<file path="config.mk">
export PLATFORM = sky130hd
export DESIGN_NAME = sync_fifo_ctrl
export DESIGN_NICKNAME = d
export VERILOG_FILES = /design/src/rtl/sync_fifo_ctrl.sv
export SDC_FILE = /design/constraint.sdc
export NUM_CORES = 1
export LEC_CHECK = 0
export CELL_PAD_IN_SITES_DETAIL_PLACEMENT = 1
export CELL_PAD_IN_SITES_GLOBAL_PLACEMENT = 1
export CORE_MARGIN = 4
export CORE_UTILIZATION = 35
export CTS_CLUSTER_SIZE = 20
export DETAILED_ROUTE_END_ITERATION = 10
export DONT_BUFFER_PORTS = 1
export PLACE_DENSITY = 0.73
export SYNTH_ARGS = -nofsm -noshare
export SYNTH_HDL_FRONTEND = slang
export SYNTH_SLANG_ARGS = --single-unit
</file>
<file path="constraint.sdc">
create_clock -name clk -period 2.85 [get_ports clk]
set_clock_uncertainty 0.2 [all_clocks]
set_input_delay 0.285 -clock clk [delete_from_list [all_inputs] [get_ports clk]]
set_output_delay 0.285 -clock clk [all_outputs]
set_load 0.01 [all_outputs]
</file>
<file path="src/rtl/sync_fifo_ctrl.sv">
// FIFO controller in front of a simple-dual-port RAM with a registered read
// stage. The RAM read port output doubles as the single output slot.
module sync_fifo_ctrl #(
   parameter int AW = 3,
   parameter int DW = 4
) (
   input  logic          clk,
   input  logic          rstn,
   input  logic          wr_valid,
   input  logic [DW-1:0] wr_data,
   output logic          wr_ready,
   output logic          rd_valid,
   output logic [DW-1:0] rd_data,
   input  logic          rd_ready,
   input  logic          flush,
   output logic [AW:0]   level,
   output logic          overflow,
   output logic          mem_clkw,
   output logic          mem_clkr,
   output logic          mem_cew,
   output logic [AW-1:0] mem_aw,
   output logic [DW-1:0] mem_dw,
   output logic          mem_cer,
   output logic [AW-1:0] mem_ar,
   output logic          mem_rstnr,
   input  logic [DW-1:0] mem_qr
);

   localparam logic [AW:0]   DEPTH   = {1'b1, {AW{1'b0}}};
   localparam logic [AW:0]   CNT_ONE = (AW+1)'(1);
   localparam logic [AW-1:0] PTR_ONE = AW'(1);

   logic [AW-1:0] r_wptr;
   logic [AW-1:0] r_rptr;
   logic [AW:0]   r_mcount;
   logic          r_rd_valid;
   logic          r_overflow;

   logic          w_full;
   logic          w_wr;
   logic          w_issue;
   logic [AW:0]   w_mcount_nxt;
   logic          w_rd_valid_nxt;

   assign w_full  = (r_mcount == DEPTH);
   assign w_wr    = wr_valid && !w_full && !flush;
   // An empty RAM never issues a read, so a same-cycle write is never read back early.
   assign w_issue = (r_mcount != {(AW+1){1'b0}}) && (!r_rd_valid || rd_ready) && !flush;

   // Next-state values for the RAM word count and the output-slot valid flag.
   always_comb begin
      w_mcount_nxt   = r_mcount;
      w_rd_valid_nxt = r_rd_valid;
      case ({w_wr, w_issue})
         2'b10:   w_mcount_nxt = r_mcount + CNT_ONE;
         2'b01:   w_mcount_nxt = r_mcount - CNT_ONE;
         default: w_mcount_nxt = r_mcount;
      endcase
      if (w_issue) begin
         w_rd_valid_nxt = 1'b1;
      end else if (r_rd_valid && rd_ready) begin
         w_rd_valid_nxt = 1'b0;
      end else begin
         w_rd_valid_nxt = r_rd_valid;
      end
   end

   // Pointer, count, valid and sticky overflow state.
   always_ff @(posedge clk) begin
      if (!rstn) begin
         r_wptr     <= {AW{1'b0}};
         r_rptr     <= {AW{1'b0}};
         r_mcount   <= {(AW+1){1'b0}};
         r_rd_valid <= 1'b0;
         r_overflow <= 1'b0;
      end else begin
         if (wr_valid && w_full) begin
            r_overflow <= 1'b1;
         end
         if (flush) begin
            r_wptr     <= {AW{1'b0}};
            r_rptr     <= {AW{1'b0}};
            r_mcount   <= {(AW+1){1'b0}};
            r_rd_valid <= 1'b0;
         end else begin
            if (w_wr) begin
               r_wptr <= r_wptr + PTR_ONE;
            end
            if (w_issue) begin
               r_rptr <= r_rptr + PTR_ONE;
            end
            r_mcount   <= w_mcount_nxt;
            r_rd_valid <= w_rd_valid_nxt;
         end
      end
   end

   assign wr_ready  = !w_full;
   assign rd_valid  = r_rd_valid;
   assign rd_data   = mem_qr;
   assign level     = r_mcount + {{AW{1'b0}}, r_rd_valid};
   assign overflow  = r_overflow;
   assign mem_clkw  = clk;
   assign mem_clkr  = clk;
   assign mem_cew   = w_wr;
   assign mem_aw    = r_wptr;
   assign mem_dw    = wr_data;
   assign mem_cer   = w_issue;
   assign mem_ar    = r_rptr;
   assign mem_rstnr = rstn;

endmodule
</file>
==> run summary <==
For the worst flop-to-flop path, the logic depth is 9. The hold path startpoint is flush. In this run, distinct cell masters in the synthesized netlist total 25. The remaining max-slew budget at the tightest pin is 66.60%.

The synthesized area per cell came out at a little over 9 sq um. For this block, the routed nets add up to about 1.5 mm of wire. The number of stages on the worst hold path is 3. The endpoint identified for the worst register-to-register timing path is r_mcount[3]. For this design the static power due to leakage is a little over 0.3 nW. For this block, the initial DRC count from the detailed router was 7. Of the synthesized area, sequential elements account for 31.12%. The worst setup margin is 0.2376 ns. The clock tree buffer depth came out at 2.

The tree built by TritonCTS fans out to 12 sinks. The initial antenna violation count is 0. The final-report max-slew violation count came out at 0. For flop-to-flop paths, the worst setup slack is around 0.24 ns. The overall routing resource usage came out at a little under an eighth. The sort of element at the start of the critical path is a register. The minimum setup slack after placement is 0.2271 ns.

The number of gates resized after CTS was 0. After synthesis, the share of cell area in mux cells is ~2.6%. The power density over the cells came out at 447.5 mW/mm^2.

The number of instances in the synthesized netlist is 83. The number of hold violations in the final report came out at 0. The class of the tightest hold or removal check is input port to register. The critical path is of the register to register type.

Timing would allow up to approximately 0.38 GHz. The number of port buffers is 0. The largest net degree at the start of global routing is 13. The layout overhead on the synthesized area is 0%.

The share of cells above drive strength 1 came out at 13.16%. After legalization and detailed placement, the total HPWL measured 1.105 mm. The vias per cell is 4.883. Dividing the detail-routed wire length by the instance count gives ~14 um. The number of CTS-inserted buffers is 3. Setup total negative slack on the finished layout was measured at 0 ns. The most critical setup path has its startpoint at r_mcount[1]. The worst register-to-register path begins at r_mcount[1]. The time the final worst path needs with I/O delays and setup is 2.612 ns.

The adder-cell share of the synthesized area is between 10% and 20%. For this block, the via count after detailed routing is roughly 500. The cell sitting at the root of the clock tree is a clkbuf_4. The number of global-route vias before repair came out at between 400 and 500. After detailed placement, the design holds a cell count of 97. The worst setup path is captured at a register. The H-tree depth came out at 1. Setup violations remaining at the end of the flow were counted as 0. The number of design rule violations left after detail routing is 0. The part of the cycle the worst path needs came out at between 90% and 100%. The max-capacitance violation count is 0. The first global-routing pass estimated around 2.2 mm of wire. The number of warnings printed during yosys synthesis is 0. The net count of the finished layout is 98. The total number of placement rows is 16. The area of the core region is between 0.002 and 0.0025 sq mm.

The final-layout worst hold slack is around 0.040 ns. The slew at the pin closest to its max-slew limit came out at ~0.50 ns. Summing the areas of all xor and xnor instances in the mapped netlist gives a little under a tenth of the synthesized area.

The post-synthesis sequential element count came out at 12. Measured along the y axis, the die boundary spans ~55 um. For the worst setup path, the data required time is approximately 2.9 ns. Registers take ~240 sq um. The post-synth net total came out at ~100.

The overall die width came out at 54.97 um. Clock-pin slew was measured on the worst setup and hold paths at 0.08 ns. The area of the mapped netlist came out at about 770 sq um. 39 I/O pins were placed. The die covers a little over 0.003 sq mm. The final core utilization is a little under two fifths. The insertion delay to the later sink of the worst-skew pair came out at approximately 0.28 ns. Setup repair after global routing left no endpoint under its margin.

The multi-input combinational cell area came out at roughly 420 sq um. VDD sags by at most ~0.18 mV. The data arrival at the endpoint of the critical path came out at around 2.6 ns. The number of detailed-route iterations in the first pass came out at 4. The hold path endpoint is mem_ar[2]. The weighted congestion at the end of routability-driven global placement came out at between 0.7 and 0.8. The run finished with clean final reports. After synthesis, the largest family of logic cells by area is simple AND/OR/NAND/NOR gates. The remaining antenna violation count is 0. TritonCTS built the clock tree. The diode insertion count for antenna repair came out at 0. The complex-gate fraction of the synthesized area is under 10%. The synthesized netlist devotes a little under a quarter of its cell area to simple gates. The number of inserted filler cells in the final layout came out at between 200 and 250. The final cell count without fillers is approximately 100. The effective utilization at floorplan came out at a little under two fifths.

The total congestion overflow came out at 0. Of all nets on the critical path, the largest fanout is 7.
worst max-delay path, cell delays in order (launching register included):
cell and delay [ns]:
dfxtp_1 0.51, nor4b_4 0.11, nor3b_2 0.42, inv_1 0.10
ha_1 0.27, ha_1 0.36, nand3_1 0.11, a211oi_1 0.28
o21ai_1 0.11, o31ai_1 0.07
what timing repair did:
action,CTS,global route
hold buffers,2,0
hold endpoints to repair,1,0
buffers inserted,0,0
metal layers:
| metal | wire (um) | global-route usage [%] | vias up |
|---|---|---|---|
| met4 | 53 | 9.717 | 0 |
| met3 | 150 | 6.971 | 6 |
| li1 | - | - | 249 |
| met1 | 597 | 12.21 | 232 |
| met2 | 689 | 16.54 | 16 |
| met5 | 0 | 0 | - |
final cells by class:
class,instances,area share [%]
multi-input cells,52,54.30
flip-flops and latches,12,31.12
clock buffers,4,4.700
well taps,27,4.376
inverters,6,2.917
repair buffers,2,2.593
through the flow:
stage          power [mW]  instance area, sq um
2_1_floorplan      0.2744                 772.0
3_3_place_gp       0.2085                 715.7
3_5_place_dp       0.2093                 715.7
4_1_cts            0.3562                 772.0
5_1_grt            0.3697                 772.0
6_report           0.3455                 772.0
kinds of logic (layout without fill, tap and decap cells):
logic type                 count (synthesis)  in the layout
AOI/OAI and AO/OA                          7              7
muxes                                      2              2
buffers and inverters                     19             12
adders and majority gates                  8              8
xor gates and xnor gates                   8              8
DFF                                       12             12
and+or+nand+nor                           27             27
synthesized netlist by cell type:
cell	instances	share of area, %
nor2_1	13	6.3
dfxtp_1	12	31
buf_4	11	11
ha_1	7	11
inv_1	5	2.4
xnor2_1	5	5.7
a21oi_1	4	2.6
nor2b_1	3	2.4
xor2_1	3	3.4
and4b_1	2	2.6
clkbuf_1	2	0.97
mux2i_1	2	2.6
nand3_1	2	1.3
a211oi_1	1	0.97
fa_1	1	2.6
inv_2	1	0.49
nand2_1	1	0.49
nand2b_1	1	0.81
nor3_2	1	1.3
nor3b_2	1	1.6
nor4_2	1	1.6
nor4b_2	1	1.9
nor4b_4	1	3.1
o21ai_1	1	0.65
o31ai_1	1	0.97
state kept, by name, indices dropped and copies added (netlist names):
name,flops
overflow,1
r_mcount,4
mem_ar,3
rd_valid,1
mem_aw,3
placed cells by master (no fill, tap or decap), types with 2 or more instances in the layout:
master	instances
inv_1	5
dlygate4sd3_1	2
xnor2_1	5
mux2i_1	2
nand3_1	2
nor2_1	13
ha_1	7
nor2b_1	3
dfxtp_1	12
and4b_1	2
clkbuf_4	3
a21oi_1	4
xor2_1	3
how the worst max path moves through the flow:
stage	depth (start not counted)	slack (ns)	endpoint
3_5_place_dp	9	0.23	r_mcount[3]
5_1_grt	9	0.02	r_mcount[3]
6_report	9	0.24	r_mcount[3]
3_3_place_gp	9	0.29	r_mcount[2]
2_1_floorplan	9	0.49	r_mcount[3]
4_1_cts	9	0.20	r_mcount[3]
power by group:
group | switching, mW | internal, mW | total (mW)
clock | 0.0616 | 0.0777 | 0.139
combinational | 0.0180 | 0.0133 | 0.0313
sequential | 0.00479 | 0.170 | 0.175
total | 0.0844 | 0.261 | 0.345
Note: power is estimated with default switching activity, not from simulation.
